[config.mk]
export PLATFORM = sky130hd
export DESIGN_NAME = tx232_frame_flat
export DESIGN_NICKNAME = d
export VERILOG_FILES = /design/src/rtl/tx232_pkg.sv /design/src/rtl/tx232_frame_if.sv /design/src/rtl/tx232_edge.sv /design/src/rtl/tx232_frame.sv /design/src/flat_wrapper.sv
export SDC_FILE = /design/constraint.sdc
export NUM_CORES = 1
export LEC_CHECK = 0
export ABC_AREA = 1
export BUFFER_PORTS_ARGS = -buffer_cell sky130_fd_sc_hd__buf_2
export CAP_MARGIN = 20
export CORE_MARGIN = 2
export CORE_UTILIZATION = 55
export CTS_BUF_LIST = sky130_fd_sc_hd__clkbuf_4 sky130_fd_sc_hd__clkbuf_8 sky130_fd_sc_hd__clkbuf_16
export CTS_CLUSTER_DIAMETER = 100
export DETAILED_ROUTE_END_ITERATION = 8
export PLACE_DENSITY = 0.78
export RECOVER_POWER = 100
export SLEW_MARGIN = 20
export SYNTH_ARGS = -nofsm -noshare
export SYNTH_HDL_FRONTEND = slang
export SYNTH_SLANG_ARGS = --single-unit
[constraint.sdc]
create_clock -name clk -period 1.95 [get_ports clk]
set_clock_uncertainty 0.1 [all_clocks]
set_input_delay 0.0975 -clock clk [delete_from_list [all_inputs] [get_ports clk]]
set_output_delay 0.0975 -clock clk [all_outputs]
set_load 0.01 [all_outputs]
[src/rtl/tx232_pkg.sv]
// Shared types and constants for the tx232 byte framer.
// TX232_FRAME_CHKSUM_EN adds the CHK state for the trailing checksum byte.
package tx232_pkg;

`ifdef TX232_FRAME_CHKSUM_EN
  typedef enum logic [1:0] {IDLE, SEND, GAP, CHK} state_t;
`else
  typedef enum logic [1:0] {IDLE, SEND, GAP} state_t;
`endif

  localparam logic [3:0] BCNT_LAST = 4'd9;
  localparam logic [3:0] TNPD_LO   = 4'd3;
  localparam logic [3:0] TNPD_HI   = 4'd7;
  localparam logic [3:0] BCNT_RST  = 4'hf;
  localparam logic [7:0] IDLE_BYTE = 8'hff;

endpackage

[src/rtl/tx232_frame_if.sv]
// Framer bus: payload/request/bit clock in, serialiser byte, strobe and status out.
interface tx232_frame_if #(parameter int NBYTES = 2);
  logic [NBYTES*8-1:0] data;
  logic                start;
  logic                txck;
  logic [7:0]          txpd;
  logic                tnpd;
  logic                busy;
  logic                done;

  modport master (output data, start, txck, input txpd, tnpd, busy, done);
  modport slave  (input data, start, txck, output txpd, tnpd, busy, done);
endinterface

[src/rtl/tx232_edge.sv]
// Two-flop delay of an asynchronous clock-like input with single-cycle edge strobes.
module tx232_edge (
  input  logic clk,
  input  logic rst,
  input  logic din,
  output logic rise,
  output logic fall
);
  logic d0, d1;

  always_ff @(posedge clk or negedge rst) begin
    if (!rst) begin
      d0 <= 1'b0;
      d1 <= 1'b0;
    end else begin
      d0 <= din;
      d1 <= d0;
    end
  end

  assign rise = d0 & ~d1;
  assign fall = ~d0 & d1;
endmodule

[src/rtl/tx232_frame.sv]
// Frames an NBYTES payload into 10-txck byte slots with a 5-period tnpd load window.
// Optional trailing mod-256 checksum byte when TX232_FRAME_CHKSUM_EN is defined.
module tx232_frame
  import tx232_pkg::*;
#(
  parameter int NBYTES    = 2,
  parameter bit MSB_FIRST = 1'b1,
  parameter int GAP_BITS  = 0
) (
  input logic         clk,
  input logic         rst,
  tx232_frame_if.slave bus
);
  localparam int BYW = $clog2(NBYTES + 1);
  localparam logic [BYW-1:0] BY_PAY_LAST = BYW'(NBYTES - 1);
`ifdef TX232_FRAME_CHKSUM_EN
  localparam logic [BYW-1:0] BY_LAST = BYW'(NBYTES);
`else
  localparam logic [BYW-1:0] BY_LAST = BYW'(NBYTES - 1);
`endif
  localparam logic [3:0] GAP_LAST = 4'(GAP_BITS - 1);

  state_t state, state_nxt;
  logic   txck_r, txck_f;
  logic [1:0] hist;
  logic   start_r, frame_go;
  logic [NBYTES*8-1:0] ibcd;
  logic [3:0]     bcnt, bcnt_nxt;
  logic [BYW-1:0] bycnt, bycnt_nxt;
  logic [7:0]     txpd, txpd_nxt, sel_byte, byte_out;
  logic           tnpd, tnpd_nxt, busy, busy_nxt, done, done_nxt;
`ifdef TX232_FRAME_CHKSUM_EN
  logic [7:0]     sum, sum_in;
`endif

  tx232_edge u_edge (
    .clk  (clk),
    .rst  (rst),
    .din  (bus.txck),
    .rise (txck_r),
    .fall (txck_f)
  );

  assign start_r  = hist[0] & ~hist[1];
  assign frame_go = txck_r & start_r & (state == IDLE);

  always_comb begin
    sel_byte = IDLE_BYTE;
    for (int unsigned i = 0; i < NBYTES; i++) begin
      if (bycnt == BYW'(i))
        sel_byte = MSB_FIRST ? ibcd[(NBYTES-1-i)*8 +: 8] : ibcd[i*8 +: 8];
    end
  end

`ifdef TX232_FRAME_CHKSUM_EN
  always_comb begin
    sum_in = '0;
    for (int unsigned i = 0; i < NBYTES; i++) sum_in = sum_in + bus.data[i*8 +: 8];
  end
  assign byte_out = (state == CHK) ? sum : sel_byte;
`else
  assign byte_out = sel_byte;
`endif

  always_ff @(posedge clk or negedge rst) begin
    if (!rst) state <= IDLE;
    else      state <= state_nxt;
  end

  always_comb begin
    state_nxt = state;
    if (txck_r) begin
      case (state)
        IDLE: if (start_r) state_nxt = SEND;
        SEND: begin
          if (bcnt == BCNT_LAST) begin
            if (bycnt != BY_PAY_LAST)
              state_nxt = (GAP_BITS > 0) ? GAP : SEND;
            else begin
`ifdef TX232_FRAME_CHKSUM_EN
              state_nxt = (GAP_BITS > 0) ? GAP : CHK;
`else
              state_nxt = IDLE;
`endif
            end
          end
        end
        GAP: begin
          if (bcnt == GAP_LAST) begin
`ifdef TX232_FRAME_CHKSUM_EN
            state_nxt = (bycnt == BY_LAST) ? CHK : SEND;
`else
            state_nxt = SEND;
`endif
          end
        end
`ifdef TX232_FRAME_CHKSUM_EN
        CHK: if (bcnt == BCNT_LAST) state_nxt = IDLE;
`endif
        default: state_nxt = IDLE;
      endcase
    end
  end

  // bcnt doubles as the gap-period counter while in GAP.
  always_comb begin
    bcnt_nxt  = bcnt;
    bycnt_nxt = bycnt;
    txpd_nxt  = txpd;
    tnpd_nxt  = tnpd;
    busy_nxt  = busy;
    done_nxt  = 1'b0;
    if (txck_r) begin
      case (state)
        IDLE: begin
          if (start_r) begin
            bcnt_nxt  = '0;
            bycnt_nxt = '0;
            busy_nxt  = 1'b1;
          end
        end
        GAP: begin
          txpd_nxt = IDLE_BYTE;
          tnpd_nxt = 1'b0;
          bcnt_nxt = (bcnt == GAP_LAST) ? '0 : bcnt + 4'd1;
        end
        default: begin
          txpd_nxt = byte_out;
          tnpd_nxt = (bcnt >= TNPD_LO) && (bcnt <= TNPD_HI);
          if (bcnt == BCNT_LAST) begin
            bcnt_nxt = '0;
            if (bycnt != BY_LAST) bycnt_nxt = bycnt + 1'b1;
          end else begin
            bcnt_nxt = bcnt + 4'd1;
          end
        end
      endcase
      if (state != IDLE && state_nxt == IDLE) begin
        txpd_nxt = IDLE_BYTE;
        tnpd_nxt = 1'b0;
        busy_nxt = 1'b0;
        done_nxt = 1'b1;
      end
    end
  end

  always_ff @(posedge clk or negedge rst) begin
    if (!rst) begin
      hist  <= '0;
      ibcd  <= '1;
      bcnt  <= BCNT_RST;
      bycnt <= '0;
      txpd  <= IDLE_BYTE;
      tnpd  <= 1'b0;
      busy  <= 1'b0;
      done  <= 1'b0;
`ifdef TX232_FRAME_CHKSUM_EN
      sum   <= '0;
`endif
    end else begin
      if (txck_f) hist <= {hist[0], bus.start};
      if (frame_go) begin
        ibcd <= bus.data;
`ifdef TX232_FRAME_CHKSUM_EN
        sum  <= sum_in;
`endif
      end
      bcnt  <= bcnt_nxt;
      bycnt <= bycnt_nxt;
      txpd  <= txpd_nxt;
      tnpd  <= tnpd_nxt;
      busy  <= busy_nxt;
      done  <= done_nxt;
    end
  end

  assign bus.txpd = txpd;
  assign bus.tnpd = tnpd;
  assign bus.busy = busy;
  assign bus.done = done;
endmodule

[src/flat_wrapper.sv]
// flat-port wrapper written by rule: the top's interface ports become plain ports
module tx232_frame_flat import tx232_pkg::*;
#(
  parameter int NBYTES    = 2,
  parameter bit MSB_FIRST = 1'b1,
  parameter int GAP_BITS  = 0
)
  (clk, rst, bus_data, bus_start, bus_txck, bus_txpd, bus_tnpd, bus_busy, bus_done);
  tx232_frame_if #(.NBYTES(NBYTES)) bus_i ();
  input logic clk;
  input logic rst;
  input wire logic [$bits(bus_i.data)-1:0] bus_data;
  input wire logic [$bits(bus_i.start)-1:0] bus_start;
  input wire logic [$bits(bus_i.txck)-1:0] bus_txck;
  output wire logic [$bits(bus_i.txpd)-1:0] bus_txpd;
  output wire logic [$bits(bus_i.tnpd)-1:0] bus_tnpd;
  output wire logic [$bits(bus_i.busy)-1:0] bus_busy;
  output wire logic [$bits(bus_i.done)-1:0] bus_done;
  assign bus_i.data = bus_data;
  assign bus_i.start = bus_start;
  assign bus_i.txck = bus_txck;
  assign bus_txpd = bus_i.txpd;
  assign bus_tnpd = bus_i.tnpd;
  assign bus_busy = bus_i.busy;
  assign bus_done = bus_i.done;
  tx232_frame #(.NBYTES(NBYTES), .MSB_FIRST(MSB_FIRST), .GAP_BITS(GAP_BITS)) u_core (.clk(clk), .rst(rst), .bus(bus_i));
endmodule
* Yosys cells after proc, flatten, opt, wreduce, memory -nomap -nowiden
Cells that the tools add are included.
** Storage, ports and cells
- Flip-flop bits (word level) :: 39
- Bits of input ports :: 20
- Logic and storage cells :: 71
** Cells by class
- Mux-type cells :: 25
- Bitwise gates (word level) :: 9
- Add/subtract/negate cells :: 2
- Reduce and logical (&&, ||, !) cells :: 14
- Equality and inequality tests :: 8
- Magnitude comparators :: 2
** Operators with widths (count)
- 8-bit 2-to-1 mux :: 3
- 8-bit case mux with 2 select lines :: 1
- 2-bit 2-to-1 mux :: 7
- 4-bit 2-to-1 mux :: 3
- 2-bit nonzero test :: 5
- 4-bit equality test (second input constant) :: 2
- 4-bit case mux with 2 select lines :: 1
- 1-bit 2-to-1 mux :: 7
- 2-bit logical NOT :: 3
- 2-bit case mux with 3 select lines :: 1
- 1-bit bitwise AND :: 5
- 5-bit AND reduction :: 1
- 4-bit by 1-bit adder with 4-bit output (second input constant) :: 1
- 2-bit by 1-bit equality test with 1-bit output (second input constant) :: 2
- 4-bit by 2-bit greater-or-equal comparator with 1-bit output (second input constant) :: 1
- 4-bit by 3-bit less-or-equal comparator with 1-bit output (second input constant) :: 1
- 2-bit by 1-bit inequality test with 1-bit output (second input constant) :: 2
- 1-bit NOT :: 4
- 2-bit case mux with 2 select lines :: 1
- 2-bit AND reduction :: 2
- 3-bit AND reduction :: 1
- 2-bit by 1-bit adder with 2-bit output (second input constant) :: 1
- 2-bit equality test (second input constant) :: 1
- 1-bit logical AND :: 2
- 2 further kinds :: 2

* Longest topological paths before layout
Gate-level depths: netlist of run 1.
- Depth in word-level cells :: 9
- Depth in mapped cells :: 12

* Hierarchy
Synthesis of run 1 repeated with hierarchy kept, for this count alone.
** Unflattened totals
- Cells, all modules :: 215
- Area total of the unflattened synthesis :: 1838.0 sq um
** Modules (own cells, without submodules)
- tx232_frame :: cells each 209, area each 1773.0 sq um, sequential area each 960.9 sq um, times used 1
- tx232_edge :: cells each 6, area each 65.1 sq um, sequential area each 50.0 sq um, times used 1

* Worst setup path before layout of run 1
OpenSTA, ideal clock, no wires.
- Path type :: register -> register
- From :: register u_core.bcnt[0]
- To :: register u_core.tnpd (netlist: u_core.bus.tnpd)
- Data required time :: 1.729 ns
- Data arrival time :: 1.361 ns
- Library setup time :: 0.121 ns
- Stages on the path, launching flop included :: 12
- Clock period less this slack :: 1.581 ns
- Setup slack :: 0.369 ns
- Cells stage by stage :: dfstp_2 ha_1 nand2_1 nor2_1 nand2_1 nand2_1 nand2_1 nand2_1 nand3_2 buf_6 nand2_1 nand2_1
** On the way
- Word-level cells in the longest chain between the ends :: 8
- Elaborated cells on any way between the ends :: 15
- Classes of those cells :: 2 x order compare; 3 x eq/ne; 6 x mux; 4 x reduce/logical
** RTL lines
- from (decl) :: RTL line tx232_frame.sv:28 : logic [3:0] bcnt, bcnt_nxt;
- from (signal assigned) :: RTL line tx232_frame.sv:168 : bcnt <= bcnt_nxt;
- 4-bit equality test, on equally long branches :: RTL line tx232_frame.sv:89, tx232_frame.sv:76
- 2-bit 2-to-1 mux, on equally long branches :: RTL line tx232_frame.sv:89, tx232_frame.sv:76
- 2-bit case mux with 3 select lines :: RTL line tx232_frame.sv:73 : case (state)
- 2-bit 2-to-1 mux :: RTL line tx232_frame.sv:72 : if (txck_r) begin
- 2-bit logical NOT :: RTL line tx232_frame.sv:138 : if (state != IDLE && state_nxt == IDLE) begin
- 1-bit logical AND :: RTL line tx232_frame.sv:138
- 2-bit inequality test (no source line)
- 2-bit AND reduction (no source line)
- to (signal assigned) :: RTL line tx232_frame.sv:171 : tnpd <= tnpd_nxt;
- to (decl) :: RTL line tx232_frame.sv:31 : logic tnpd, tnpd_nxt, busy, busy_nxt, done, done_nxt;
Parallel ways exist; a longest one is shown, timed or not.
A chain may end at the register's enable or synchronous reset.

* Final worst setup path of run 1
- From :: register u_core.bcnt[0]
- To :: register u_core.busy (netlist: u_core.bus.busy)
** On the way
- Word-level cells in the longest chain between the ends :: 8
- Elaborated cells on any way between the ends :: 12
- Classes of those cells :: 2 x eq/ne; 5 x mux; 5 x reduce/logical
** RTL lines
- 4-bit equality test, on equally long branches :: RTL line tx232_frame.sv:89, tx232_frame.sv:76
- 2-bit 2-to-1 mux, on equally long branches :: RTL line tx232_frame.sv:89, tx232_frame.sv:76
- 2-bit case mux with 3 select lines * :: RTL line tx232_frame.sv:73
- 2-bit 2-to-1 mux * :: RTL line tx232_frame.sv:72
- 2-bit logical NOT * :: RTL line tx232_frame.sv:138
- 1-bit logical AND * :: RTL line tx232_frame.sv:138
- 2-bit nonzero test (no source line)
- 3-bit AND reduction (no source line)
- to (signal assigned) :: RTL line tx232_frame.sv:172 : busy <= busy_nxt;
- to (decl) :: RTL line tx232_frame.sv:31
Every way passes the cells marked *; elsewhere a longest branch is shown, timed or not.

==> results of run 1 <==
==> registers in the layout, summed over array words and instances, names as in the netlist <==
register,flops
u_core.bus.txpd,8
u_core.u_edge.d0,1
u_core.bus.done,1
u_core.bycnt,2
u_core.bcnt,4
u_core.bus.tnpd,1
u_core.u_edge.d1,1
u_core.bus.busy,1
u_core.state,2
u_core.ibcd,16
u_core.hist,2
==> routing by layer <==
layer / share of wire (%) / vias to the layer above / track usage (%)
met4: 2.0 / 0 / 7.29
li1: - / 771 / -
met2: 47 / 28 / 34.8
met1: 47 / 680 / 28.2
met5: 0 / - / 0
met3: 3.6 / 7 / 6.63
==> what timing repair did <==
item	4_1_cts	5_1_grt
resized for setup	0	1
hold buffers	19	0
hold endpoints to repair	29	0
setup endpoints to repair	0	2
==> synthesized netlist by cell type (4+ instances only) <==
| cell type | number |
|---|---|
| nor2_1 | 19 |
| inv_2 | 5 |
| o21ai_1 | 11 |
| nand2_1 | 59 |
| ha_1 | 4 |
| a211oi_1 | 8 |
| a21oi_2 | 8 |
| inv_1 | 21 |
| a21oi_1 | 11 |
| dfrtp_1 | 11 |
| o21ai_0 | 4 |
| dfstp_2 | 28 |
==> worst paths after layout <==
kind                            depth (start not counted)          endpoint  slack [ns]        startpoint
worst max-delay path                                   10   u_core.bus.busy        0.18    u_core.bcnt[0]
worst min-delay path                                    2   u_core.bycnt[0]        0.29               rst
worst max register to register                         10   u_core.bus.busy        0.18    u_core.bcnt[0]
worst min register to register                          0  u_core.u_edge.d1        0.29  u_core.u_edge.d0
max in group asynchronous                               2   u_core.bus.done        0.90               rst
min in group clk                                        0  u_core.u_edge.d1        0.29  u_core.u_edge.d0
==> layout make-up <==
class,instances,share of cell area [%]
inverter,26,4.29
sequential,39,44.4
tap,46,2.53
clock buffer,6,1.98
clock inverter,2,0.549
multi-input combinational,139,31.5
timing repair buffer,50,14.8
==> logic make-up (layout without fill, tap and decap cells) <==
kind of cell	count (synthesis)	after routing	synth area share [%]
buf+inv	32	84	7.22
fa+ha+maj	4	4	2.70
flops	39	39	54.5
compound gates	45	45	15.2
simple gates	90	90	20.4
==> power by group through the flow <==
stage | logic [W] | clock network, W | registers (W)
floorplan | 0.000664 | 0 | 0.00148
global placement | 0.000925 | 0 | 0.00144
detailed placement | 0.000946 | 0 | 0.00146
CTS | 0.000975 | 0.000429 | 0.00144
global route | 0.00112 | 0.000471 | 0.00148
finish | 0.000961 | 0.000427 | 0.00143
==> worst max-delay path, stage by stage (launching register included) <==
cell     delay [ns]
dfstp_1        0.57
ha_1           0.15
nand2_1        0.05
nor2_1         0.14
nand2_1        0.07
nand2_1        0.05
nand2_1        0.05
nand2_1        0.13
nand3_4        0.18
o21ai_0        0.12
inv_1          0.05
==> through the flow <==
| stage | utilization (%) | setup WS, ns |
|---|---|---|
| global route | 69.3 | 0.0200 |
| CTS | 69.4 | 0.129 |
| finish | 69.3 | 0.179 |
| floorplan | - | 0.369 |
| global placement | 61.9 | 0.171 |
| detailed placement | 61.9 | 0.143 |
==> cells in the final DEF (no fill, tap or decap), types with 9 or more instances in the layout <==
cell	netlist	final
o21ai_1	11	9
a21oi_1	11	11
nand2_1	59	59
dfstp_2	28	24
nor2_1	19	19
dfrtp_1	11	11
dlygate4sd3_1	0	19
inv_1	21	21
buf_2	2	20
clkbuf_1	0	9
==> impl_metrics.py, run 1 <==
metrics = {
    "place": {
        "place_area_mm2": 0.00203,
        "port_buffers": 30,
        "gp_congestion": 0.761,
        "dpl.hpwl_um": 2390,
        "dpl.cell_count": 281,
    },
    "logic_synthesis": {
        "yosysSeqAreaShare_pct": 54.5,
        "avgSynthCellArea_um2": 8.83,
        "ys_types": 25,
        "synth_flop_cell": "dfstp_2",
        "synth_top_area_share_pct": 39.7,
        "synth_area_mm2": 0.00185,
        "synth_seq_cells": 39,
        "yosysTopAreaCell": "dfstp_2",
        "syn-num-nets": 234,
        "synth_area_leaders": "dfstp_2 40%, dfrtp_1 15%, nand2_1 12%",
        "synth-edff-count": 0,
        "ys_warn_count": 0,
        "async_flop_share_pct": 100,
        "synthCells": 210,
    },
    "sta": {
        "tightest_slew_ns": 0.910,
        "whs_ns": 0.289,
        "rsz0062_at_grt": "no",
        "hold_viol_final": 0,
        "fin_crit_ns": 1.77,
        "period_share_pct": 90.8,
        "drv_slew": 0,
        "max_freq_ghz": 0.565,
        "setup_viol_count_final": 0,
        "slew_headroom_pct": 39.4,
        "finalSetupTns_ns": 0,
    },
    "worst_setup_path": {
        "crit_path_max_fanout": 11,
        "path_class": "reg -> reg",
        "critPathCaptureType": "flop",
        "crit_arrival_ns": 1.93,
        "cp.required_ns": 2.10,
        "start_kind": "flop",
    },
    "flow_run": {
        "cap_violations": 0,
    },
    "route": {
        "wl_um": 3710,
        "dr.pass1.iters": 4,
        "viasPerCell": 4.82,
        "first_iter_violations": 57,
        "drc": 0,
        "vias": 1486,
        "avgRoutedWirePerCell_um": 12.0,
        "ant_nets": 0,
    },
    "grt": {
        "grt_pass1_vias": 1356,
        "track_usage_pct": 21.8,
        "grt_first_pass_wirelength_um": 5880,
        "grt_max_degree": 40,
        "grt-ovfl-total": 0,
        "antenna_found_initial": 0,
    },
    "layout": {
        "multi_input_area_um2": 717,
        "n_antenna_cell": 0,
        "num-nets-final": 285,
        "fill_cells": 267,
        "layoutNonFillerInstCount": 308,
        "final_area_mm2": 0.00228,
        "register_area_mm2": 0.00101,
        "area_delta_synth_final_pct": 22.8,
        "drive_above_1_share_pct": 29.4,
    },
    "power_and_ir_drop": {
        "p_leak_nw": 1.03,
        "total_power_w": 0.00282,
        "seq_power_share_pct": 50.8,
        "power_frac_comb_pct": 34.1,
        "peakVddDrop_mv": 0.739,
        "pwr-share-clk_pct": 15.1,
        "internal-power_w": 0.00181,
        "power_density_mw_per_mm2": 1240,
        "p_sw_share_pct": 35.7,
        "p_switching_w": 0.00101,
    },
    "clocking": {
        "cts_tree": "built",
        "cts_max_level": 2,
        "cts_buffer_depth": 2,
        "path_clk_slew_ns": 0.12,
        "post_cts_buffers": 0,
        "cts_buffers": 5,
        "cts.sinks": 39,
        "clk_latency_ns": 0.36,
        "ctsRootBufferMaster": "clkbuf_4",
    },
    "hold_path": {
        "hold_path_class": "in -> async",
    },
    "outcome": {
        "outcome": "finished, final reports clean",
    },
    "floorplanning": {
        "io_pins": 31,
        "fp.coreArea_mm2": 0.00328,
        "initial_core_util_pct": 56.5,
        "die_width_um": 62.1,
        "rows": 21,
        "die_h_um": 62.1,
        "fp.dieArea_mm2": 0.00385,
    },
}
(Power assumes the default switching activity.)
==> run 2: changes to the inputs <==
--- a/config.mk
+++ b/config.mk
@@ -5,7 +5,6 @@
 export SDC_FILE = /design/constraint.sdc
 export NUM_CORES = 1
 export LEC_CHECK = 0
-export ABC_AREA = 1
 export BUFFER_PORTS_ARGS = -buffer_cell sky130_fd_sc_hd__buf_2
 export CAP_MARGIN = 20
 export CORE_MARGIN = 2
==> run 2 against run 1 <==
Global-route usage increased by 0.24 points. Non-clock buffer count decreased by 1. Cell count decreased by 20%. Utilization increased by 1.5 points. Highest routed layer unchanged. Clock power increased by 4.9%. First-iteration DRC count decreased by 19%. Sequential power increased by 11%. Critical endpoint is now u_core.bus.txpd[3].
==> impl_metrics.py, run 2 <==
metrics = {
    "grt": {
        "grt_first_pass_wirelength_um": 5950,
        "antenna_found_initial": 0,
        "grt_max_degree": 40,
        "track_usage_pct": 22.0,
        "grt-ovfl-total": 0,
        "grt_pass1_vias": 1333,
    },
    "worst_setup_path": {
        "critPathCaptureType": "flop",
        "cp.required_ns": 2.13,
        "critPathSlowestCell": "dfstp_1",
        "start_kind": "flop",
        "critPathTopFamily": "flip-flops",
        "rr_endpoint": "u_core.bus.txpd[3]",
        "crit_arrival_ns": 1.97,
        "crit_path_cell_trace": "ha_1 -> nand2_1 -> o31a_1 -> and3_1 -> a21oi_1",
        "critical-path-max-stage-delay_ns": 0.61,
        "path_class": "reg -> reg",
        "critPathBufInv": 0,
        "reg2reg_from": "u_core.bcnt[0]",
        "r2r_cells": 5,
        "crit_path_max_fanout": 8,
        "ff2ff_setup_slack_ns": 0.16,
    },
    "floorplanning": {
        "initial_core_util_pct": 59.0,
        "fp.coreArea_mm2": 0.00310,
        "rows": 20,
        "die_h_um": 61.7,
        "fp.dieArea_mm2": 0.00381,
        "die_width_um": 61.7,
        "io_pins": 31,
    },
    "clocking": {
        "cts_resized": 0,
        "cts_max_level": 2,
        "cts.sinks": 39,
        "ctsRootBufferMaster": "clkbuf_4",
        "path_clk_slew_ns": 0.11,
        "cts_buffers": 5,
        "clk_latency_ns": 0.35,
        "cts_tree": "built",
        "post_cts_buffers": 0,
        "hold_buffers": 19,
        "cts_buffer_depth": 2,
    },
    "logic_synthesis": {
        "ys_warn_count": 0,
        "synth_flop_cell": "dfstp_2",
        "synth_area_leaders": "dfstp_2 40%, dfrtp_1 15%, mux2_4 7.4%",
        "ys_top_cells_by_count": "28 x dfstp_2, 13 x nor2_1, 11 x a21oi_1, 11 x dfrtp_1",
        "yosysTopAreaCell": "dfstp_2",
        "synth-edff-count": 0,
        "synth_area_mm2": 0.00183,
        "synth.most_common_cell": "dfstp_2",
        "synthCells": 150,
        "avgSynthCellArea_um2": 12.2,
        "synth_top_area_share_pct": 40.2,
        "yosysSeqAreaShare_pct": 55.2,
        "synth_seq_cells": 39,
        "async_flop_share_pct": 100,
        "syn-num-nets": 174,
        "ys_types": 43,
    },
    "route": {
        "avgRoutedWirePerCell_um": 14.5,
        "dr.pass1.iters": 4,
        "wl_um": 3560,
        "vias": 1323,
        "first_iter_violations": 46,
        "drc": 0,
        "viasPerCell": 5.38,
        "ant_nets": 0,
    },
    "place": {
        "port_buffers": 30,
        "dpl.hpwl_um": 2430,
        "gp_congestion": 0.781,
        "place_area_mm2": 0.00199,
    },
    "layout": {
        "layout_common_cells": "23 x dfstp_2, 22 x buf_2, 19 x dlygate4sd3_1, 13 x nor2_1",
        "final_common_cell": "dfstp_2",
        "drive_above_1_share_pct": 33.7,
        "area_delta_synth_final_pct": 20.0,
        "n_antenna_cell": 0,
        "final_area_mm2": 0.00220,
        "num-nets-final": 225,
        "largest_reg_flops": 16,
        "largest_registers": "u_core.ibcd (16), u_core.bus.txpd (8), u_core.bcnt (4)",
        "top_register": "u_core.ibcd",
    },
    "power_and_ir_drop": {
        "peakVddDrop_mv": 0.578,
        "total_power_w": 0.00295,
        "power_density_mw_per_mm2": 1340,
        "p_leak_nw": 0.945,
    },
    "sta": {
        "slew_headroom_pct": 40.3,
        "fin_crit_ns": 1.79,
        "setup_viol_count_final": 0,
        "max_freq_ghz": 0.560,
        "period_share_pct": 91.6,
        "hold_viol_final": 0,
        "finalSetupTns_ns": 0,
        "drv_slew": 0,
        "tightest_slew_ns": 0.896,
        "rsz0062_at_grt": "no",
    },
    "hold_path": {
        "hold_path_class": "in -> async",
    },
    "flow_run": {
        "cap_violations": 0,
    },
    "outcome": {
        "outcome": "finished, final reports clean",
    },
}
## run 2: cell types whose count changed after synthesis, moves of 8 or more
cell	before	now
a211oi_1	8	0
a21oi_2	8	0
inv_1	21	7
mux2_2	0	9
mux2_4	0	9
nand2_1	59	9
o21ai_1	11	1
## run 2: final cells by class
| class | count | area [µm²] |
|---|---|---|
| well taps | 44 | 55.1 |
| multi-input cells | 98 | 706 |
| flip-flops and latches | 39 | 1010 |
| fillers | 244 | 906 |
| inverters | 8 | 30.0 |
| clock buffers | 7 | 58.8 |
| clock inverters | 1 | 5.00 |
| repair buffers | 49 | 332 |
## run 2: worst max path at each step
stage	startpoint	end	slack [ns]	depth (start not counted)
global placement	u_core.bcnt[0]	u_core.bus.txpd[0]	0.28	5
CTS	u_core.bcnt[0]	u_core.bus.txpd[3]	0.19	5
global route	u_core.bcnt[0]	u_core.bus.txpd[3]	0.05	5
detailed placement	u_core.bcnt[0]	u_core.bus.txpd[3]	0.21	5
finish	u_core.bcnt[0]	u_core.bus.txpd[3]	0.16	5
floorplan	u_core.bcnt[0]	u_core.bus.txpd[0]	0.37	6
## run 2: through the flow
step / hold WS [ns] / setup slack [ns] / utilization [%] / instances
CTS: 0.282 / 0.189 / 72.4 / 246
detailed placement: 0.111 / 0.206 / 64.2 / 219
global placement: 0.109 / 0.279 / 64.2 / 219
global route: 0.290 / 0.0533 / 70.8 / 246
floorplan: -0.298 / 0.369 / - / 150
finish: 0.294 / 0.163 / 70.8 / 246
## run 2: logic make-up after synthesis
| logic type | synth area share (%) |
|---|---|
| AO/OA/AOI/OAI | 13.1 |
| adder cells (fa/ha/maj) | 2.73 |
| buffers and inverters | 3.96 |
| flip-flops | 55.2 |
| multiplexers | 13.5 |
| AND/OR/NAND/NOR | 11.6 |
## run 2: metal layers
layer / routed length [µm] / GRT usage (%) / vias to the layer above / part of all wire, %
li1: - / - / 639 / -
met1: 1500 / 26.8 / 643 / 42
met2: 1830 / 37.4 / 33 / 51
met3: 156 / 5.38 / 8 / 4.4
met4: 73 / 9.12 / 0 / 2.1
met5: 0 / 0 / - / 0
## run 2: where the power goes
group,switching (W),internal [W]
sequential,0.000263,0.00133
combinational,0.000468,0.000447
clock,0.000259,0.000189
## run 2: worst register-to-register path: stages (launching register included)
cell and delay (ns):
dfstp_1 0.61, ha_1 0.22, nand2_1 0.06, o31a_1 0.24, and3_1 0.29, a21oi_1 0.20
==> run 3: changes to the inputs <==
--- a/config.mk
+++ b/config.mk
@@ -6,8 +6,6 @@
 export NUM_CORES = 1
 export LEC_CHECK = 0
 export BUFFER_PORTS_ARGS = -buffer_cell sky130_fd_sc_hd__buf_2
-export CAP_MARGIN = 20
-export CORE_MARGIN = 2
 export CORE_UTILIZATION = 55
 export CTS_BUF_LIST = sky130_fd_sc_hd__clkbuf_4 sky130_fd_sc_hd__clkbuf_8 sky130_fd_sc_hd__clkbuf_16
 export CTS_CLUSTER_DIAMETER = 100
==> run 3 against run 2 <==
Utilization unchanged. Critical endpoint is now u_core.bus.txpd[5]. Power rose by 0.17%. Final area is the same.
==> impl_metrics.py, run 3 (same netlist as run 2, synthesis figures left out) <==
metrics = {
    "place": {
        "port_buffers": 30,
        "dpl.cell_count": 219,
        "dpl.hpwl_um": 2350,
        "place_ws_ns": 0.229,
        "gp_congestion": 0.799,
    },
    "power_and_ir_drop": {
        "seq_power_share_pct": 53.9,
        "power_frac_comb_pct": 31.9,
        "internal-power_w": 0.00194,
        "p_switching_w": 0.00102,
        "p_sw_share_pct": 34.5,
        "p_leak_nw": 0.944,
        "total_power_w": 0.00296,
        "peakVddDrop_mv": 0.816,
        "power_density_mw_per_mm2": 1350,
        "pwr-share-clk_pct": 14.1,
    },
    "layout": {
        "fill_cells": 234,
        "layout_common_cells": "23 x buf_2, 23 x dfstp_2, 19 x dlygate4sd3_1, 13 x nor2_1",
        "largest_registers": "u_core.ibcd (16), u_core.bus.txpd (8), u_core.bcnt (4)",
        "top_register": "u_core.ibcd",
        "n_antenna_cell": 0,
        "post-route-util_pct": 70.8,
        "layoutNonFillerInstCount": 246,
        "largest_reg_flops": 16,
        "area_delta_synth_final_pct": 20.0,
        "num-nets-final": 225,
        "drive_above_1_share_pct": 35.1,
    },
    "worst_setup_path": {
        "start_kind": "flop",
        "crit_arrival_ns": 1.95,
        "path_class": "reg -> reg",
        "crit_path_max_fanout": 8,
        "critPathCaptureType": "flop",
        "ff2ff_setup_slack_ns": 0.19,
        "cp.required_ns": 2.13,
    },
    "sta": {
        "setup_viol_count_final": 0,
        "fin_crit_ns": 1.76,
        "max_freq_ghz": 0.567,
        "slew_headroom_pct": 41.2,
        "finalSetupTns_ns": 0,
        "drv_slew": 0,
        "rsz0062_at_grt": "no",
        "tightest_slew_ns": 0.882,
        "hold_viol_final": 0,
        "fin_ws_ns": 0.186,
        "period_share_pct": 90.5,
    },
    "route": {
        "wl_um": 3690,
        "dr.pass1.iters": 4,
        "avgRoutedWirePerCell_um": 15.0,
        "drc": 0,
        "routed.top_layer": "met4",
        "viasPerCell": 5.50,
        "first_iter_violations": 77,
        "dr_wl_met3_um": 170,
        "vias": 1353,
        "ant_nets": 0,
        "wl_met2_um": 1940,
        "m1WireLength_um": 1520,
    },
    "grt": {
        "track_usage_pct": 23.5,
        "grt_first_pass_wirelength_um": 5980,
        "grt-ovfl-total": 0,
        "grt_pass1_vias": 1297,
        "grt_max_degree": 40,
        "antenna_found_initial": 0,
    },
    "clocking": {
        "post_cts_buffers": 0,
        "path_clk_slew_ns": 0.11,
        "clk_latency_ns": 0.35,
        "cts_buffer_depth": 2,
        "cts.sinks": 39,
        "ctsRootBufferMaster": "clkbuf_4",
        "cts_buffers": 5,
        "cts_max_level": 2,
        "cts_tree": "built",
    },
    "floorplanning": {
        "io_pins": 31,
        "die_h_um": 59.7,
        "fp.dieArea_mm2": 0.00356,
        "rows": 20,
        "fp.coreArea_mm2": 0.00310,
        "die_width_um": 59.7,
        "initial_core_util_pct": 59.0,
    },
    "flow_run": {
        "cap_violations": 0,
    },
    "hold_path": {
        "hold_path_class": "in -> reg",
    },
    "outcome": {
        "outcome": "finished, final reports clean",
    },
}
==> run 3: layout make-up <==
cell class | instances | area [µm²] | share of cell area (%)
clock inverter | 2 | 12.5 | 0.569
multi-input combinational | 98 | 711 | 32.3
sequential | 39 | 1010 | 46.0
tap | 44 | 55.1 | 2.51
timing repair buffer | 49 | 333 | 15.1
inverter | 8 | 30.0 | 1.37
clock buffer | 6 | 45.0 | 2.05
==> run 3: worst paths after layout <==
| check | startpoint | endpoint | cells past startpoint |
|---|---|---|---|
| max | u_core.bcnt[0] | u_core.bus.txpd[5] | 5 |
| min | bus_txck | u_core.u_edge.d0 | 2 |
| max reg2reg | u_core.bcnt[0] | u_core.bus.txpd[5] | 5 |
| min reg2reg | u_core.u_edge.d0 | u_core.u_edge.d1 | 0 |
| max in group asynchronous | rst | u_core.state[1] | 2 |
| min in group asynchronous | rst | u_core.bycnt[0] | 2 |
==> run 3: stage by stage <==
stage	hold WS [ns]	area, µm²
final	0.294	2200
after global routing	0.276	2200
after global placement	0.108	1990
after floorplan	-0.298	1830
after CTS	0.273	2240
after detailed placement	0.108	1990
==> run 3: repair_timing <==
item | 4_1_cts | 5_1_grt
hold buffers | 19 | 0
endpoints found under the hold margin | 29 | 0
gates resized for setup | 0 | 0
==> run 3: worst max-delay path, stage by stage (launching register included) <==
cell     delay, ns
dfstp_2       0.59
ha_1          0.20
nand2_1       0.07
o31a_1        0.25
and3_1        0.31
a21oi_1       0.19
==> run 3: power groups by stage <==
stage | clock network (W) | logic (W) | registers, W
global placement | 0 | 0.000957 | 0.00159
floorplan | 0 | 0.000785 | 0.00155
detailed placement | 0 | 0.00101 | 0.00161
finish | 0.000417 | 0.000944 | 0.00159
global route | 0.000455 | 0.00104 | 0.00164
CTS | 0.000430 | 0.00104 | 0.00160
==> run 3: metal layers <==
layer  vias up  GRT usage [%]
li1        638              -
met1       667           30.6
met2        42           37.5
met3         6           6.28
met4         0           8.97
met5         -              0
